[config.mk]
export PLATFORM = sky130hd
export DESIGN_NAME = div_unit
export DESIGN_NICKNAME = d
export VERILOG_FILES = /design/src/rtl/div_unit.sv
export SDC_FILE = /design/constraint.sdc
export NUM_CORES = 1
export LEC_CHECK = 0
export ABC_CLOCK_PERIOD_IN_PS = 7800
export CORE_MARGIN = 1
export CORE_UTILIZATION = 58
export DETAILED_ROUTE_END_ITERATION = 6
export PLACE_DENSITY = 0.79
export SLEW_MARGIN = 15
export SYNTH_ARGS = -nofsm -noshare
export SYNTH_HDL_FRONTEND = slang
export SYNTH_SLANG_ARGS = --single-unit
[constraint.sdc]
create_clock -name cpu_clk_50M -period 7.8 [get_ports cpu_clk_50M]
set_clock_uncertainty 0.05 [all_clocks]
set_input_delay 1.17 -clock cpu_clk_50M [delete_from_list [all_inputs] [get_ports cpu_clk_50M]]
set_output_delay 1.17 -clock cpu_clk_50M [all_outputs]
set_load 0.05 [all_outputs]
[src/rtl/div_unit.sv]
// div_unit: iterative 32-step restoring divider for the HI/LO unit.
// It handles signed (DIV) and unsigned (DIVU) division, flags division by
// zero, and can be cancelled by a pipeline flush. Results are held between
// done pulses.
module div_unit #(
  parameter int DATA_W = 32
) (
  input  logic              cpu_clk_50M,
  input  logic              cpu_rst,
  input  logic              start,
  input  logic              signed_div,
  input  logic [DATA_W-1:0] dividend,
  input  logic [DATA_W-1:0] divisor,
  input  logic              cancel,
  output logic              busy,
  output logic              done,
  output logic [DATA_W-1:0] quotient,
  output logic [DATA_W-1:0] remainder,
  output logic              div_by_zero
);

  localparam int CNT_W = (DATA_W > 1) ? $clog2(DATA_W) : 1;
  localparam logic [CNT_W-1:0] LAST_STEP = CNT_W'(DATA_W - 1);

  typedef enum logic [1:0] {
    IDLE = 2'd0,
    CALC = 2'd1,
    DONE = 2'd2
  } state_t;

  // Absolute value of an operand. A signed most-negative value maps to
  // 2^(DATA_W-1), which still fits as an unsigned DATA_W-bit magnitude.
  function automatic logic [DATA_W-1:0] magnitude(input logic [DATA_W-1:0] v,
                                                  input logic is_signed);
    logic signed [DATA_W-1:0] sv;
    sv = v;
    if (is_signed && sv[DATA_W-1]) return -sv;
    return v;
  endfunction

  // Two's-complement negate when requested; wraps for the most-negative value.
  function automatic logic [DATA_W-1:0] cond_neg(input logic [DATA_W-1:0] v,
                                                 input logic neg);
    logic signed [DATA_W-1:0] sv;
    sv = v;
    if (neg) return -sv;
    return v;
  endfunction

  state_t            state_q, state_d;
  logic [CNT_W-1:0]  cnt_q, cnt_d;
  logic [DATA_W-1:0] rem_q, rem_d;     // partial remainder magnitude
  logic [DATA_W-1:0] qw_q, qw_d;       // dividend bits shifting out, quotient bits shifting in
  logic [DATA_W-1:0] dvs_q, dvs_d;     // divisor magnitude
  logic              negq_q, negq_d;   // quotient must be negated
  logic              negr_q, negr_d;   // remainder takes a negative sign
  logic [DATA_W-1:0] quotient_q, quotient_d;
  logic [DATA_W-1:0] remainder_q, remainder_d;
  logic              dbz_q, dbz_d;

  // One restoring step: shift the next dividend bit into a 33-bit trial
  // remainder and subtract the divisor if it fits. When it fits the
  // difference is below the divisor, so the low DATA_W bits are exact.
  logic [DATA_W:0]   shifted;
  logic              fits;
  logic [DATA_W-1:0] diff;
  logic [DATA_W-1:0] rem_step;
  logic [DATA_W-1:0] qw_step;

  assign shifted  = {rem_q, qw_q[DATA_W-1]};
  assign fits     = (shifted >= {1'b0, dvs_q});
  assign diff     = shifted[DATA_W-1:0] - dvs_q;
  assign rem_step = fits ? diff : shifted[DATA_W-1:0];
  assign qw_step  = {qw_q[DATA_W-2:0], fits};

  // Next-state, datapath and result selection.
  always_comb begin
    state_d     = state_q;
    cnt_d       = cnt_q;
    rem_d       = rem_q;
    qw_d        = qw_q;
    dvs_d       = dvs_q;
    negq_d      = negq_q;
    negr_d      = negr_q;
    quotient_d  = quotient_q;
    remainder_d = remainder_q;
    dbz_d       = dbz_q;
    unique case (state_q)
      IDLE, DONE: begin
        state_d = IDLE;
        if (start && !cancel) begin
          if (divisor == '0) begin
            state_d     = DONE;
            quotient_d  = '1;
            remainder_d = dividend;
            dbz_d       = 1'b1;
          end else begin
            state_d = CALC;
            cnt_d   = '0;
            rem_d   = '0;
            qw_d    = magnitude(dividend, signed_div);
            dvs_d   = magnitude(divisor, signed_div);
            negq_d  = signed_div & (dividend[DATA_W-1] ^ divisor[DATA_W-1]);
            negr_d  = signed_div & dividend[DATA_W-1];
          end
        end
      end
      CALC: begin
        if (cancel) begin
          state_d = IDLE;
        end else begin
          rem_d = rem_step;
          qw_d  = qw_step;
          cnt_d = cnt_q + CNT_W'(1);
          if (cnt_q == LAST_STEP) begin
            state_d     = DONE;
            quotient_d  = cond_neg(qw_step, negq_q);
            remainder_d = cond_neg(rem_step, negr_q);
            dbz_d       = 1'b0;
          end
        end
      end
      default: state_d = IDLE;
    endcase
  end

  // Control state and visible results; reset clears them.
  always_ff @(posedge cpu_clk_50M) begin
    if (cpu_rst) begin
      state_q     <= IDLE;
      cnt_q       <= '0;
      quotient_q  <= '0;
      remainder_q <= '0;
      dbz_q       <= 1'b0;
    end else begin
      state_q     <= state_d;
      cnt_q       <= cnt_d;
      quotient_q  <= quotient_d;
      remainder_q <= remainder_d;
      dbz_q       <= dbz_d;
    end
  end

  // Working datapath registers; always loaded before use, so no reset.
  always_ff @(posedge cpu_clk_50M) begin
    rem_q  <= rem_d;
    qw_q   <= qw_d;
    dvs_q  <= dvs_d;
    negq_q <= negq_d;
    negr_q <= negr_d;
  end

  assign busy        = (state_q == CALC);
  assign done        = (state_q == DONE);
  assign quotient    = quotient_q;
  assign remainder   = remainder_q;
  assign div_by_zero = dbz_q;

endmodule
# After elaboration in Yosys (flattened, before gate mapping)
# Cells that the tools add are included.
# W data, S select, Z words.
[op_classes] addsub=6 order_cmp=1 eq_ne=9 n_mux=57 bitwise=4 reduce_logical=11
[ops] op="$mux W32" count=23
[ops] op="$pmux W32 S2" count=4
[ops] op="$neg A32 Y32" count=4
[ops] op="$ge A33 B32 Y1" count=1
[ops] op="$logic_not A32 Y1" count=1
[ops] op="$sub A32 B32 Y32" count=1
[ops] op="$mux W1" count=20
[ops] op="$mux W5" count=3
[ops] op="$pmux W5 S2" count=1
[ops] op="$mux W2" count=4
[ops] op="$ne A2 B2 Y1 const B" count=4
[ops] op="$add A5 B1 Y5 const B" count=1
[ops] op="$eq A5 B5 Y1 const B" count=1
[ops] op="$reduce_and A5 Y1" count=1
[ops] op="$pmux W2 S2" count=1
[ops] op="$reduce_and A4 Y1" count=1
[ops] op="$logic_and A1 B1 Y1" count=3
[ops] op="$ne A3 B2 Y1 const B" count=1
[ops] op="$reduce_and A3 Y1" count=1
[ops] op="$and A1 B1 Y1" count=2
[ops] op="$eq A2 B1 Y1 const B" count=1
[ops] op="$eq A2 B2 Y1 const B" count=1
[ops] op="$logic_not A2 Y1" count=1
[ops] op="$ne A2 B1 Y1 const B" count=1
[ops] op="6 further kinds" count=6
[word_totals] ff_bits=170 input_bits=69 output_inout_bits=67 elab_cells=98

# Longest topological paths before layout
[depth] depth_word=9 ltp_mapped=25 ltp_nobuf=19

# Worst setup path after synthesis
# No wires, ideal clock.
[synth_path] path_kind="input -> register" from="input port divisor[0]" to="register cnt_q[3]" setup_time_ns=0.126 arrival_time_ns=5.601 required_ns=7.624 slack_ns=2.024 stages=14 n_path_buf=0 cell_sequence="inv_1 -> ha_1 -> or4b_1 -> nor3_1 -> nand2_1 -> nor3_1 -> nand3_1 -> nor3_1 -> nor2_1 -> nor2_1 -> inv_1 -> nand4_1 -> xor2_1 -> nor2_1"
[synth_via] elab_chain_cells=3
[synth_lines] item="start, declared" line="13" source="input logic [DATA_W-1:0] divisor,"
[synth_lines] item="$logic_not A32 Y1" line="92" source="if (divisor == '0) begin"
[synth_lines] item="$ne A2 B2 Y1 (no source line)"
[synth_lines] item="$reduce_and A4 Y1 (no source line)"
[synth_lines] item="end signal, assigned" line="137" source="cnt_q <= cnt_d;"
[synth_lines] item="end, declared" line="51" source="logic [CNT_W-1:0] cnt_q, cnt_d;"
# Every way passes these cells.
# A chain may end at the register's enable or synchronous reset.

# Worst setup path after layout
[layout_path] from="input port divisor[0]" to="register cnt_q[4]"
# Same word-level chain as after synthesis.

==> reports/results.ini <==
[critical_path]
slowest_delay_ns=0.93
crit_cells=15
crit_slowest_cell=nor3_1
cp_common_cell=nor3_1
crit_fanout=65
crit_family=simple AND/OR/NAND/NOR gates
path_class=in2reg
r2r-end=remainder[30]
startpoint_type=input pin
required_ns=8.02
r2r_cells=17
worstPathCellList=clkdlybuf4s50_1 > inv_1 > ha_1 > or4b_1 > nor3_1 > nand2_1 > nor3_1 > nand3_1 > nor3_1 > nor2_4 > nor2_1 > inv_2 > buf_4 > nand3_1 > a21oi_1
crit_buf_inv=4
reg2reg_slack_ns=2.05
r2r-start=rem_q[2]
end_kind=flip-flop
crit_arrival_ns=6.06

[grt]
grt_pass1_vias=10115
antenna_found_initial=0
grt_use_total=0.307
grt_max_degree=89
grt_pass1_wl_mm=51.9
gr-total-overflow=0

[place]
finalWeightedCongestion=0.922
hpwl_mm=24.3
pre_cts_ws_ns=1.67
portBuffers=135
dpl.cell_count=1747

[clocking]
htree_levels=4
cts_tree=built
cts_resized=0
clk_path_buf_depth=2
clkLatencyLatePin_ns=0.43
postCtsHoldBufs=0
cts-buffers-inserted=17
clkSinkCount=170
cts_setup_buffers=0
clk_pin_slew_worst_paths_ns=0.07
cts_root_buf=clkbuf_16

[floorplanning]
rows=52
die-area_sq_um=21200
die_w_um=146
io_pins=136
initial_utilization=0.591
die_y_um=146
core_area_sq_um=20200

[layout]
fin_util=0.688
n_antenna_cell=0
area_delta_synth_final_pct=16.4
nets=1604
fill_cells=1704
instances_no_fill=1779
drive_gt1_frac=0.0563

[power]
worst_ir_drop_vdd_uv=117
cellPowerDensity_nw_per_um2=180
p_leak_nw=5.00

[drt]
dr.pass1.iters=7
post_drt_wl_per_cell_um=18.0
viasPerCell=6.12
wl_mm=32.0
vias=10896
drc_errors=0
ant_nets=0
drt_iter0_drc=812

[synth]
yosysUniqueCellTypes=82
synthCells=1419
syn-cell-area_sq_um=12000
syn_avg_cell_area_sq_um=8.43
synth.net_count=1527
synth_edf_count=98
async_flop_share=0
yosysWarnings=0
ys.flop_type=edfxtp_1
ys_seq_area_frac=0.367
synth-seq-cells=170

[timing]
hold_viol=0
tns_ns=0
hold_ws_ns=0.424
max-slew-margin-rel=0.258
period_share=0.749
timing.fmax_mhz=171
setup_ws_ns=1.95
setup_viol=0
rsz0062_at_grt=false
drv_slew=0
tightest_slew_ns=1.10
period_minus_slack_ns=5.85

[min_path]
min_to=cnt_q[4]
min_path_cells=2
hold_class=reg2reg
min_from=cnt_q[4]

[flow_run]
cap_violations=0

[status]
status=complete, no violations

## kinds of logic after synthesis
| group | count (synthesis) | synth area share |
|---|---|---|
| compound gates | 406 | 0.226 |
| xor+xnor | 136 | 0.0996 |
| fa+ha+maj | 39 | 0.0414 |
| buf+inv | 147 | 0.0493 |
| flops | 170 | 0.367 |
| mux | 15 | 0.0128 |
| simple gates | 506 | 0.204 |
## report_power, final
part	internal, mW	switching (mW)	total (mW)
clock	0.420	0.398	0.819
sequential	1.01	0.0422	1.05
combinational	0.241	0.397	0.639
## per-stage QoR
stage / power [mW] / area (sq um)
2_1_floorplan: 1.51 / 12000
4_1_cts: 2.50 / 13900
6_report: 2.50 / 13900
3_5_place_dp: 1.69 / 13400
5_1_grt: 2.61 / 13900
3_3_place_gp: 1.68 / 13400
## registers in the layout (all words and copies together) (netlist names)
name         cells
dvs_q           32
quotient        32
qw_q            32
rem_q           32
remainder       32
cnt_q            5
state_q          2
div_by_zero      1
negq_q           1
negr_q           1
## layout by cell type, fill, tap and decap left out, types with 60 or more instances in the layout
master	count
dfxtp_1	72
edfxtp_1	98
clkdlybuf4s50_1	134
inv_1	60
xor2_1	62
a21oi_1	90
xnor2_1	74
nor2_1	142
o21ai_0	95
nand2_1	151
## worst min-delay path: stages (launching register included)
cell,delay (ns)
dfxtp_1,0.32
nand2_1,0.06
a21oi_1,0.05
## Yosys cell counts, types with 7 or more instances
master | count | area [sq um]
nand3_1 | 27 | 135
a21oi_1 | 90 | 450
dfxtp_1 | 72 | 1440
nor4_1 | 14 | 87.6
nor2_1 | 143 | 537
o211ai_1 | 7 | 52.6
o41ai_1 | 11 | 96.3
o31ai_1 | 16 | 120
o21a_1 | 8 | 60.1
nor3_1 | 42 | 210
a21o_1 | 14 | 105
nand2_1 | 151 | 567
a31oi_1 | 22 | 138
xor2_1 | 62 | 543
a211oi_1 | 29 | 218
or4_1 | 14 | 105
o221a_2 | 11 | 124
and2_1 | 19 | 119
nand4_1 | 20 | 125
xnor2_1 | 74 | 648
buf_2 | 18 | 90.1
or3_1 | 21 | 131
o22ai_1 | 8 | 50.1
ha_1 | 38 | 475
and3_1 | 14 | 87.6
o21ai_0 | 95 | 475
inv_1 | 61 | 229
mux2i_1 | 13 | 130
o21ai_1 | 11 | 55.1
a311oi_1 | 15 | 131
clkbuf_1 | 57 | 214
edfxtp_1 | 98 | 2940
## how the worst max path moves through the flow
stage / to / from
floorplan: cnt_q[3] / divisor[0]
global placement: cnt_q[4] / divisor[0]
detailed placement: cnt_q[4] / divisor[0]
CTS: remainder[30] / rem_q[2]
global route: cnt_q[4] / divisor[0]
finish: cnt_q[4] / divisor[0]
## routing by layer
metal / track usage / vias to the layer above / wire (um)
met5: 0 / - / 0
li1: - / 5376 / -
met2: 0.513 / 361 / 15100
met1: 0.416 / 5110 / 14400
met3: 0.0370 / 49 / 1860
met4: 0.0989 / 0 / 678
## final cells by class
class                           count  area (sq um)  area share
Inverter                           63           236      0.0170
Timing Repair Buffer              142          1400       0.100
Clock inverter                     15           134     0.00961
Clock buffer                       17           425      0.0305
Sequential cell                   170          4380       0.315
Multi-Input combinational cell   1102          7010       0.503
Tap cell                          270           338      0.0243
(Power assumes the default switching activity.)
